## src/rtl/alu_secuencial_pkg.sv

```systemverilog
// Shared definitions for the sequential ALU.
// Contents: opcode constants OP_ADD..OP_ROR, FSM state encoding, and
// opcode classification helpers used by the top level.
package alu_pkg;

    localparam logic [3:0] OP_ADD = 4'd0;
    localparam logic [3:0] OP_SUB = 4'd1;
    localparam logic [3:0] OP_INC = 4'd2;
    localparam logic [3:0] OP_DEC = 4'd3;
    localparam logic [3:0] OP_AND = 4'd4;
    localparam logic [3:0] OP_OR  = 4'd5;
    localparam logic [3:0] OP_NOT = 4'd6;
    localparam logic [3:0] OP_XOR = 4'd7;
    localparam logic [3:0] OP_SHL = 4'd8;
    localparam logic [3:0] OP_SHR = 4'd9;
    localparam logic [3:0] OP_ROL = 4'd10;
    localparam logic [3:0] OP_ROR = 4'd11;

    typedef enum logic [1:0] {
        IDLE = 2'd0,
        EXEC = 2'd1,
        DONE = 2'd2
    } state_t;

    // Ops 8-11 iterate one bit per cycle.
    function automatic logic is_shift(input logic [3:0] op);
        return (op >= OP_SHL) && (op <= OP_ROR);
    endfunction

    // Opcodes 12-15 are not defined.
    function automatic logic is_illegal(input logic [3:0] op);
        return op > OP_ROR;
    endfunction

endpackage

```

## src/rtl/alu_secuencial_if.sv

```systemverilog
// Operand/result handshake bundle for alu_secuencial.
// Input side : in_valid/in_ready, A, B, flagin, select.
// Output side: out_valid/out_ready, resultado and flags
//              (opnegativo, ozero, ocout, ooverflow, oilegal).
// Modports: slave = the ALU, master = operand source / result consumer.
interface alu_secuencial_if #(
    parameter int N = 8
);
    logic         in_valid;
    logic         in_ready;
    logic [N-1:0] A;
    logic [N-1:0] B;
    logic         flagin;
    logic [3:0]   select;
    logic         out_valid;
    logic         out_ready;
    logic [N-1:0] resultado;
    logic         opnegativo;
    logic         ozero;
    logic         ocout;
    logic         ooverflow;
    logic         oilegal;

    modport slave (
        input  in_valid, A, B, flagin, select, out_ready,
        output in_ready, out_valid, resultado,
               opnegativo, ozero, ocout, ooverflow, oilegal
    );

    modport master (
        output in_valid, A, B, flagin, select, out_ready,
        input  in_ready, out_valid, resultado,
               opnegativo, ozero, ocout, ooverflow, oilegal
    );
endinterface

```

## src/rtl/alu_secuencial_nucleo.sv

```systemverilog
// Combinational core for ops 0-7 (add/sub/inc/dec and logic).
// Ports: a, b (operands), flagin (operand select for INC/DEC/NOT),
//        op (opcode), result, cout (adder carry-out), ovf (signed overflow).
// Any other opcode yields result = 0, cout = 0, ovf = 0.
module alu_nucleo
    import alu_pkg::*;
#(
    parameter int N = 8
) (
    input  logic [N-1:0] a,
    input  logic [N-1:0] b,
    input  logic         flagin,
    input  logic [3:0]   op,
    output logic [N-1:0] result,
    output logic         cout,
    output logic         ovf
);

    logic [N-1:0] x;
    logic [N-1:0] add_p;
    logic [N-1:0] add_q;
    logic         add_cin;
    logic [N:0]   sum;

    // All four arithmetic ops share one adder: SUB is A+~B+1, INC is X+0+1,
    // DEC is X+all-ones, so carry and overflow come out of the same equations.
    always_comb begin
        x       = flagin ? a : b;
        add_p   = a;
        add_q   = b;
        add_cin = 1'b0;
        case (op)
            OP_SUB: begin
                add_q   = ~b;
                add_cin = 1'b1;
            end
            OP_INC: begin
                add_p   = x;
                add_q   = '0;
                add_cin = 1'b1;
            end
            OP_DEC: begin
                add_p   = x;
                add_q   = '1;
            end
            default: ;
        endcase
        sum = {1'b0, add_p} + {1'b0, add_q} + {{N{1'b0}}, add_cin};
    end

    always_comb begin
        result = '0;
        cout   = 1'b0;
        ovf    = 1'b0;
        case (op)
            OP_ADD, OP_SUB, OP_INC, OP_DEC: begin
                result = sum[N-1:0];
                cout   = sum[N];
                ovf    = (add_p[N-1] == add_q[N-1]) && (sum[N-1] != add_p[N-1]);
            end
            OP_AND: result = a & b;
            OP_OR:  result = a | b;
            OP_NOT: result = flagin ? ~a : ~b;
            OP_XOR: result = a ^ b;
            default: ;
        endcase
    end

endmodule

```

## src/rtl/alu_secuencial.sv

```systemverilog
// Registered ALU with valid/ready handshake on both sides.
// Ports: clk, rst_n (async active-low), bus (alu_secuencial_if.slave).
// Ops 0-7 and illegal ops complete in one cycle; shifts/rotates (8-11)
// iterate one bit per cycle over B[SHW-1:0] positions.
//
// state | meaning
// ------+-------------------------------------------------------------
// IDLE  | ready for an op; ops 0-7/illegal -> DONE, ops 8-11 -> EXEC
// EXEC  | shift/rotate working register one bit per cycle until cnt=0
// DONE  | result held with out_valid=1 until out_ready; can accept the
//       | next op in the same cycle the result is taken
module alu_secuencial
    import alu_pkg::*;
#(
    parameter int N   = 8,
    parameter int SHW = $clog2(N)
) (
    input  logic               clk,
    input  logic               rst_n,
    alu_secuencial_if.slave    bus
);

    state_t         state;
    state_t         state_n;
    logic           accept;
    logic           step;
    logic           finish;
    logic           in_ready_c;
    logic           in_shift;
    logic           in_illegal;

    logic [N-1:0]   work;
    logic [N-1:0]   work_n;
    logic           work_out;
    logic [SHW-1:0] cnt;
    logic [3:0]     op_q;
    logic           fill_q;
    logic           sh_cout;

    logic [N-1:0]   core_res;
    logic           core_cout;
    logic           core_ovf;

    logic [N-1:0]   res_q;
    logic           neg_q;
    logic           zero_q;
    logic           cout_q;
    logic           ovf_q;
    logic           ileg_q;

    alu_nucleo #(.N(N)) u_nucleo (
        .a      (bus.A),
        .b      (bus.B),
        .flagin (bus.flagin),
        .op     (bus.select),
        .result (core_res),
        .cout   (core_cout),
        .ovf    (core_ovf)
    );

    assign in_shift   = is_shift(bus.select);
    assign in_illegal = is_illegal(bus.select);

    always_ff @(posedge clk or negedge rst_n) begin
        if (!rst_n) state <= IDLE;
        else        state <= state_n;
    end

    always_comb begin
        state_n    = state;
        accept     = 1'b0;
        step       = 1'b0;
        finish     = 1'b0;
        in_ready_c = 1'b0;
        case (state)
            IDLE: begin
                in_ready_c = 1'b1;
                if (bus.in_valid) begin
                    accept  = 1'b1;
                    state_n = in_shift ? EXEC : DONE;
                end
            end
            EXEC: begin
                if (cnt != '0) begin
                    step = 1'b1;
                end else begin
                    finish  = 1'b1;
                    state_n = DONE;
                end
            end
            DONE: begin
                // The slot frees up exactly when the consumer takes the result.
                in_ready_c = bus.out_ready;
                if (bus.out_ready) begin
                    if (bus.in_valid) begin
                        accept  = 1'b1;
                        state_n = in_shift ? EXEC : DONE;
                    end else begin
                        state_n = IDLE;
                    end
                end
            end
            default: state_n = IDLE;
        endcase
    end

    always_comb begin
        work_n   = work;
        work_out = 1'b0;
        case (op_q)
            OP_SHL: begin
                work_n   = {work[N-2:0], fill_q};
                work_out = work[N-1];
            end
            OP_SHR: begin
                work_n   = {fill_q, work[N-1:1]};
                work_out = work[0];
            end
            OP_ROL: begin
                work_n   = {work[N-2:0], work[N-1]};
                work_out = work[N-1];
            end
            OP_ROR: begin
                work_n   = {work[0], work[N-1:1]};
                work_out = work[0];
            end
            default: ;
        endcase
    end

    // sh_cout restarts at 0 so an amount of zero reports no bit shifted out.
    always_ff @(posedge clk or negedge rst_n) begin
        if (!rst_n) begin
            work    <= '0;
            cnt     <= '0;
            op_q    <= OP_ADD;
            fill_q  <= 1'b0;
            sh_cout <= 1'b0;
        end else if (accept) begin
            work    <= bus.A;
            cnt     <= in_shift ? bus.B[SHW-1:0] : '0;
            op_q    <= bus.select;
            fill_q  <= bus.flagin;
            sh_cout <= 1'b0;
        end else if (step) begin
            work    <= work_n;
            sh_cout <= work_out;
            cnt     <= cnt - 1'b1;
        end
    end

    always_ff @(posedge clk or negedge rst_n) begin
        if (!rst_n) begin
            res_q  <= '0;
            neg_q  <= 1'b0;
            zero_q <= 1'b0;
            cout_q <= 1'b0;
            ovf_q  <= 1'b0;
            ileg_q <= 1'b0;
        end else if (accept && !in_shift) begin
            if (in_illegal) begin
                res_q  <= '0;
                neg_q  <= 1'b0;
                zero_q <= 1'b0;
                cout_q <= 1'b0;
                ovf_q  <= 1'b0;
                ileg_q <= 1'b1;
            end else begin
                res_q  <= core_res;
                neg_q  <= core_res[N-1];
                zero_q <= (core_res == '0);
                cout_q <= core_cout;
                ovf_q  <= core_ovf;
                ileg_q <= 1'b0;
            end
        end else if (finish) begin
            res_q  <= work;
            neg_q  <= work[N-1];
            zero_q <= (work == '0);
            cout_q <= sh_cout;
            ovf_q  <= 1'b0;
            ileg_q <= 1'b0;
        end
    end

    assign bus.in_ready   = in_ready_c;
    assign bus.out_valid  = (state == DONE);
    assign bus.resultado  = res_q;
    assign bus.opnegativo = neg_q;
    assign bus.ozero      = zero_q;
    assign bus.ocout      = cout_q;
    assign bus.ooverflow  = ovf_q;
    assign bus.oilegal    = ileg_q;

endmodule
```

## src/flat_wrapper.sv

```systemverilog
// flat-port wrapper written by rule: the top's interface ports become plain ports
module alu_secuencial_flat import alu_pkg::*;
#(
    parameter int N   = 8,
    parameter int SHW = $clog2(N)
)
  (clk, rst_n, bus_in_valid, bus_A, bus_B, bus_flagin, bus_select, bus_out_ready, bus_in_ready, bus_out_valid, bus_resultado, bus_opnegativo, bus_ozero, bus_ocout, bus_ooverflow, bus_oilegal);
  alu_secuencial_if #(.N(N)) bus_i ();
  input  logic clk;
  input  logic rst_n;
  input wire logic [$bits(bus_i.in_valid)-1:0] bus_in_valid;
  input wire logic [$bits(bus_i.A)-1:0] bus_A;
  input wire logic [$bits(bus_i.B)-1:0] bus_B;
  input wire logic [$bits(bus_i.flagin)-1:0] bus_flagin;
  input wire logic [$bits(bus_i.select)-1:0] bus_select;
  input wire logic [$bits(bus_i.out_ready)-1:0] bus_out_ready;
  output wire logic [$bits(bus_i.in_ready)-1:0] bus_in_ready;
  output wire logic [$bits(bus_i.out_valid)-1:0] bus_out_valid;
  output wire logic [$bits(bus_i.resultado)-1:0] bus_resultado;
  output wire logic [$bits(bus_i.opnegativo)-1:0] bus_opnegativo;
  output wire logic [$bits(bus_i.ozero)-1:0] bus_ozero;
  output wire logic [$bits(bus_i.ocout)-1:0] bus_ocout;
  output wire logic [$bits(bus_i.ooverflow)-1:0] bus_ooverflow;
  output wire logic [$bits(bus_i.oilegal)-1:0] bus_oilegal;
  assign bus_i.in_valid = bus_in_valid;
  assign bus_i.A = bus_A;
  assign bus_i.B = bus_B;
  assign bus_i.flagin = bus_flagin;
  assign bus_i.select = bus_select;
  assign bus_i.out_ready = bus_out_ready;
  assign bus_in_ready = bus_i.in_ready;
  assign bus_out_valid = bus_i.out_valid;
  assign bus_resultado = bus_i.resultado;
  assign bus_opnegativo = bus_i.opnegativo;
  assign bus_ozero = bus_i.ozero;
  assign bus_ocout = bus_i.ocout;
  assign bus_ooverflow = bus_i.ooverflow;
  assign bus_oilegal = bus_i.oilegal;
  alu_secuencial #(.N(N), .SHW(SHW)) u_core (.clk(clk), .rst_n(rst_n), .bus(bus_i));
endmodule
```

## config.mk

```make
export PLATFORM = sky130hd
export DESIGN_NAME = alu_secuencial_flat
export DESIGN_NICKNAME = d
export VERILOG_FILES = /design/src/rtl/alu_secuencial_pkg.sv /design/src/rtl/alu_secuencial_if.sv /design/src/rtl/alu_secuencial_nucleo.sv /design/src/rtl/alu_secuencial.sv /design/src/flat_wrapper.sv
export SDC_FILE = /design/constraint.sdc
export NUM_CORES = 1
export LEC_CHECK = 0
export ABC_CLOCK_PERIOD_IN_PS = 2500
export CAP_MARGIN = 20
export CORE_MARGIN = 2
export CORE_UTILIZATION = 25
export CTS_BUF_LIST = sky130_fd_sc_hd__clkbuf_16
export CTS_CLUSTER_DIAMETER = 40
export DETAILED_ROUTE_END_ITERATION = 6
export PLACE_DENSITY_LB_ADDON = 0.2
export SYNTH_ARGS = -nofsm -noshare
export SYNTH_HDL_FRONTEND = slang
export SYNTH_SLANG_ARGS = --single-unit
```

## constraint.sdc

```tcl
create_clock -name clk -period 2.5 [get_ports clk]
set_input_delay 0.5 -clock clk [delete_from_list [all_inputs] [get_ports clk]]
set_output_delay 0.5 -clock clk [all_outputs]
set_load 0.05 [all_outputs]
```

# After elaboration in Yosys (flattened, before gate mapping)
# Cells that the tools add are included.
# word_totals
register_bits	32
latch_bits	0
ramBits	0
rom_bits	0
inputBits	25
out_inout_bits	15
elab_cells	108
mem_count	0
# op_classes
add_sub_neg	3
mul	0
div	0
order_cmp	3
eq_ne	18
shift	0
muxes	48
bitwise	5
n_reduce_logical	19
# ops
cell	n
2-to-1 mux 8 bit	8
one-hot mux 8 bit (5 select lines)	1
one-hot mux 8 bit (4 select lines)	1
2-to-1 mux 1 bit	25
one-hot mux 8 bit (3 select lines)	1
equality test 4 x 3 -> 1 bit, second input constant	4
equality test 4 bit, second input constant	4
zero test 8 bit	2
NOT 8 bit	2
2-to-1 mux 2 bit	5
adder 8 x 8 -> 9 bit	1
adder 9 x 1 -> 9 bit	1
2-to-1 mux 3 bit	3
AND 8 bit	1
equality test 4 x 2 -> 1 bit, second input constant	2
bitwise OR 8 bit	1
OR reduction 2 bit	4
bitwise XOR 8 bit	1
!= test 2 bit, second input constant	3
one-hot mux 1 bit (2 select lines)	3
one-hot mux 2 bit (3 select lines)	1
nonzero test 5 bit	1
equality test 4 x 1 -> 1 bit, second input constant	1
greater-or-equal comparator 4 bit, second input constant	1
16 further kinds	19

# Longest topological paths before layout
# Gate-level depths: netlist of the first run.
# logic_depth
word_depth	10
depth_mapped	15
depth_no_buf	14

# By module
# A second synthesis of the first run with hierarchy kept.
# hier_totals
cells_unflattened	356
hier_area_um2	2889.0
# by_module_without_submodules
module	instances	cells_per_inst	area_per_inst_um2	seq_area_each_um2
alu_secuencial	1	161	1625.3	775.7
alu_nucleo	1	195	1263.7	0.0

# Least setup slack after synthesis of the first run
# Ideal clock, no wire load.
# synth_timing
path_kind	input to register
startpoint	input bus_select[1]
endpoint	register u_core.zero_q (netlist: u_core.bus.ozero)
setup_time_ns	0.095
arrival_ns	3.772
required_ns	2.405
path_slack_ns	-1.368
stages	15
n_path_buf	3
cell_sequence	buf_2 -> buf_1 -> nand2_1 -> nor2_1 -> clkbuf_1 -> o21ai_0 -> fa_1 -> inv_1 -> fa_1 -> nor2_1 -> a31oi_1 -> o221ai_1 -> or4_1 -> or4b_1 -> o31ai_1
# synth_between
elab_chain_len	9
word_cells_on_any_way	27
cone_classes	add/sub (2); order compare (3); eq/ne (7); mux (6); reduce/logical (9)
# synth_lines
item	line	text
from (decl)	flat_wrapper.sv:15	input wire logic [$bits(bus_i.select)-1:0] bus_select;
equality test 4 x 2 -> 1 bit	alu_secuencial_nucleo.sv:32, alu_secuencial_nucleo.sv:55	
OR reduction 2 bit (no line)	-	
2-to-1 mux 8 bit	alu_secuencial_nucleo.sv:32	case (op)
adder 8 x 8 -> 9 bit	alu_secuencial_nucleo.sv:48	sum = {1'b0, add_p} + {1'b0, add_q} + {{N{1'b0}}, add_cin};
adder 9 x 1 -> 9 bit	alu_secuencial_nucleo.sv:48	
one-hot mux 8 bit (5 select lines)	alu_secuencial_nucleo.sv:55	case (op)
zero test 8 bit	alu_secuencial.sv:171	zero_q <= (core_res == '0);
2-to-1 mux 1 bit	alu_secuencial.sv:161	if (in_illegal) begin
2-to-1 mux 1 bit	alu_secuencial.sv:160	end else if (accept && !in_shift) begin
to (signal assigned)	alu_secuencial.sv:171	
to (signal assigned)	alu_secuencial.sv:179	zero_q <= (work == '0);
to (decl)	alu_secuencial.sv:46	logic zero_q;
# Several ways; a longest one is shown, not always the timed one.
# A chain may end at the register's enable or synchronous reset.

# Worst setup path after layout of the first run
# layout_timing
startpoint	input bus_select[2]
endpoint	register u_core.zero_q (netlist: u_core.bus.ozero)
# Same word-level chain as after synthesis.

==> metrics.txt, run 1 <==
Routed WL 9908 microns; Adder-Cell Fraction of Synth Area 12.05%; first-pass GRT wire length 15930 microns; unrepaired setup endpoints after global routing true; CTS tree done; Yosys cell types 50; Slew Limit Fails 0; worst setup margin -0.7118 ns; largest area contributor in the netlist dfrtp_1; CTS H-tree depth 2; TritonCTS Buffers 5; Vias per Instance between 4 and 5; Placed Area 0.004095 sq mm; total gr overflow 0; Starting DRT DRC Count around 170; Slowest cell on crit path or4b_4; area fraction in compound gates after synthesis 25.93%; Crit path largest cell delay 0.55 ns; Fmax 311.4 MHz; hold_ws 0.5001 ns; syn_area_per_cell between 8 and 9 sq um; r2r setup slk roughly 0.28 ns; largest family of logic cells by synthesized area compound AO/OA/AOI/OAI gates; Post-synth EDFFs 0; critical path cell sequence buf_8 > or2_4 > o21ai_2 > a22o_1 > fa_2 > inv_2 > fa_1 > nor2_1 > a31oi_1 > o221ai_1 > or4_1 > or4b_4 > o31ai_4; Pwr Total 3.454 mW; dpl hpwl roughly 7600 microns; Crit Path Max Fanout 4; Post-synth top cells nand2_1, o21ai_0, dfrtp_1; total track usage 15.72%; clk_skew 0.005009 ns; CTS Buffer Depth 2; DRC errors left 0; Synth async-reset ratio 100.0%; register area share after synthesis 26.48%; Top Ports 40; layout cell share with drive strength beyond 1 between 20% and 30%; Critical R2R Launch u_core.state[1]; Reg2Reg Capture Point u_core.bus.ozero; Peak VDD IR 0.7736 mV; Core Box Area 0.01142 sq mm; Critical Path Sink u_core.bus.ozero; hold buffers post-CTS 0; Final GP Congestion 0.7943; Syn Inst Count approximately 370; #FFs+latches synth 31; Worst-path clk slew 0.05 ns; maxcap violations 0; largest net degree at the start of global routing 32; Setup Slack @ Placement -1.524 ns; mux share of post-synthesis cell area a little under a tenth; post-synthesis simple-gate area fraction 18.97%; Pwr per Cell Area 786.7 mW/mm^2; setup violators final 7; filler cell count 1195; fin cells 621; Hold Crit Class flop to flop; vias in the first global route 3070; max_slew headroom 36.79%; die span in x 112.2 microns; ant diodes 0; Via Count 3072; Initial Util 25.65%; nets@finish 529; Routed Antenna Nets 0; synth top area cells dfrtp_1, ha_1, nand2_1, o21ai_0, mux2i_1; violated checks setup timing; status finished with violations; WP depth 13; WP buf/inv 2; root buf cell clkbuf_16; final worst-path cycle share 128.5%; DR WL/cell 15.95 microns; CP endpoint kind flop; Tmin final 3.212 ns; post-route cell area 0.004390 sq mm; WP data arrival 3.40 ns; synthesis warning total 0; Critical Path Start Type input port; Worst Tran Pin Value 0.9353 ns; Post-Synth XOR/XNOR Area 1.196%; Final Hold Viols 0; PortBufs 39; delay-heaviest family, CP simple AND/OR/NAND/NOR gates; leakage 2.015 nW; 1st-pass router iterations 4; total die area 0.01260 sq mm; most common cell in the netlist nand2_1; crit path kind input port to flop; Syn Nets 418; Finished Core Util 38.45%; crit path launch bus_select[2]; synthesized area 0.002929 sq mm; R2R depth 6; clock latency on the worst-skew pair 0.27 ns; WP data required between 2 and 3 ns; Setup TNS -1.834 ns; cell count after placement between 600 and 700; area grow syn2layout 49.89%; share of the synthesized area in the top cell type 26.48%; FP Rows 39; top_reg_cell synth dfrtp_1; Die H ~110 microns; initial antenna violation count 0; clock sinks 31
## layout make-up
class | count | area, sq um | area share (%)
Clock inverter | 3 | 38.79 | 0.8834
Sequential cell | 31 | 775.7 | 17.67
Inverter | 28 | 105.1 | 2.394
Timing Repair Buffer | 120 | 1023 | 23.31
Multi-Input combinational cell | 291 | 2143 | 48.82
Tap cell | 143 | 178.9 | 4.075
Clock buffer | 5 | 125.1 | 2.850
## per-layer routing
metal  vias up  part of all wire [%]  GRT usage (%)
li1       1523                     -              -
met1      1467                    47          21.61
met2        70                    47          25.94
met3        12                   4.2          2.592
met4         0                   1.7          3.740
met5         -                     0              0
## power breakdown
part	total, mW	internal [mW]	switching [mW]	leakage, nW
registers	0.928	0.714	0.215	0.379
logic	1.84	0.818	1.02	1.55
clock network	0.683	0.464	0.219	0.0812
total	3.45	2.00	1.46	2.01
## kinds of logic (layout without fill, tap and decap cells)
family	Yosys count	count (layout)
AOI/OAI and AO/OA	114	114
and+or+nand+nor	121	121
buffers and inverters	44	156
DFF	31	31
xor gates and xnor gates	4	4
adders and majority gates	27	27
muxes	25	25
## sequential cells by signal (all words and copies together) (netlist names), 2 cells and up
name and flops:
u_core.state 2, u_core.cnt 3, u_core.op_q 4, u_core.work 8
u_core.bus.resultado 7
## what timing repair did
item	CTS	global route
resized for setup	42	9
setup endpoints to repair	11	10
endpoints found under the hold margin	0	0
pin swaps	16	10
buffers inserted	4	3
## layout by cell type, fill, tap and decap left out, types with 3 or more instances in the layout
cell type and instances:
o31ai_1 4, clkdlybuf4s15_2 3, dfrtp_1 31, nor2_1 24, o21a_1 6, buf_4 78
nor2b_1 11, o211ai_1 10, a21o_1 3, mux2i_1 14, o21ai_0 28, o21ai_1 3
ha_1 23, o21ai_2 3, buf_6 4, clkbuf_16 5, mux2_2 10, a31oi_1 6
a22o_1 8, nand2_1 56, clkdlybuf4s50_1 28, dlygate4sd2_1 3, a21oi_1 12, nor4_1 3
inv_1 24, nand2b_1 12, inv_2 3
## worst min-delay path by stage
| stage | from | to | slack [ns] | depth (start not counted) |
|---|---|---|---|---|
| floorplan | rst_n | u_core.bus.ocout | 0.20 | 0 |
| global placement | u_core.op_q[3] | u_core.op_q[3] | 0.48 | 2 |
| detailed placement | u_core.op_q[2] | u_core.op_q[2] | 0.49 | 2 |
| CTS | u_core.op_q[2] | u_core.op_q[2] | 0.50 | 2 |
| global route | u_core.bus.resultado[4] | u_core.bus.resultado[4] | 0.53 | 1 |
| finish | u_core.bus.resultado[4] | u_core.bus.resultado[4] | 0.50 | 1 |
No activity file was read; power rests on OpenSTA's default activity.
==> run 2, diff against run 1 <==
SETUP_SLACK_MARGIN = 0.02   (was unset)
==> results of run 2 <==
Same layout as run 1: the final DEF is identical, and so are final timing and power.
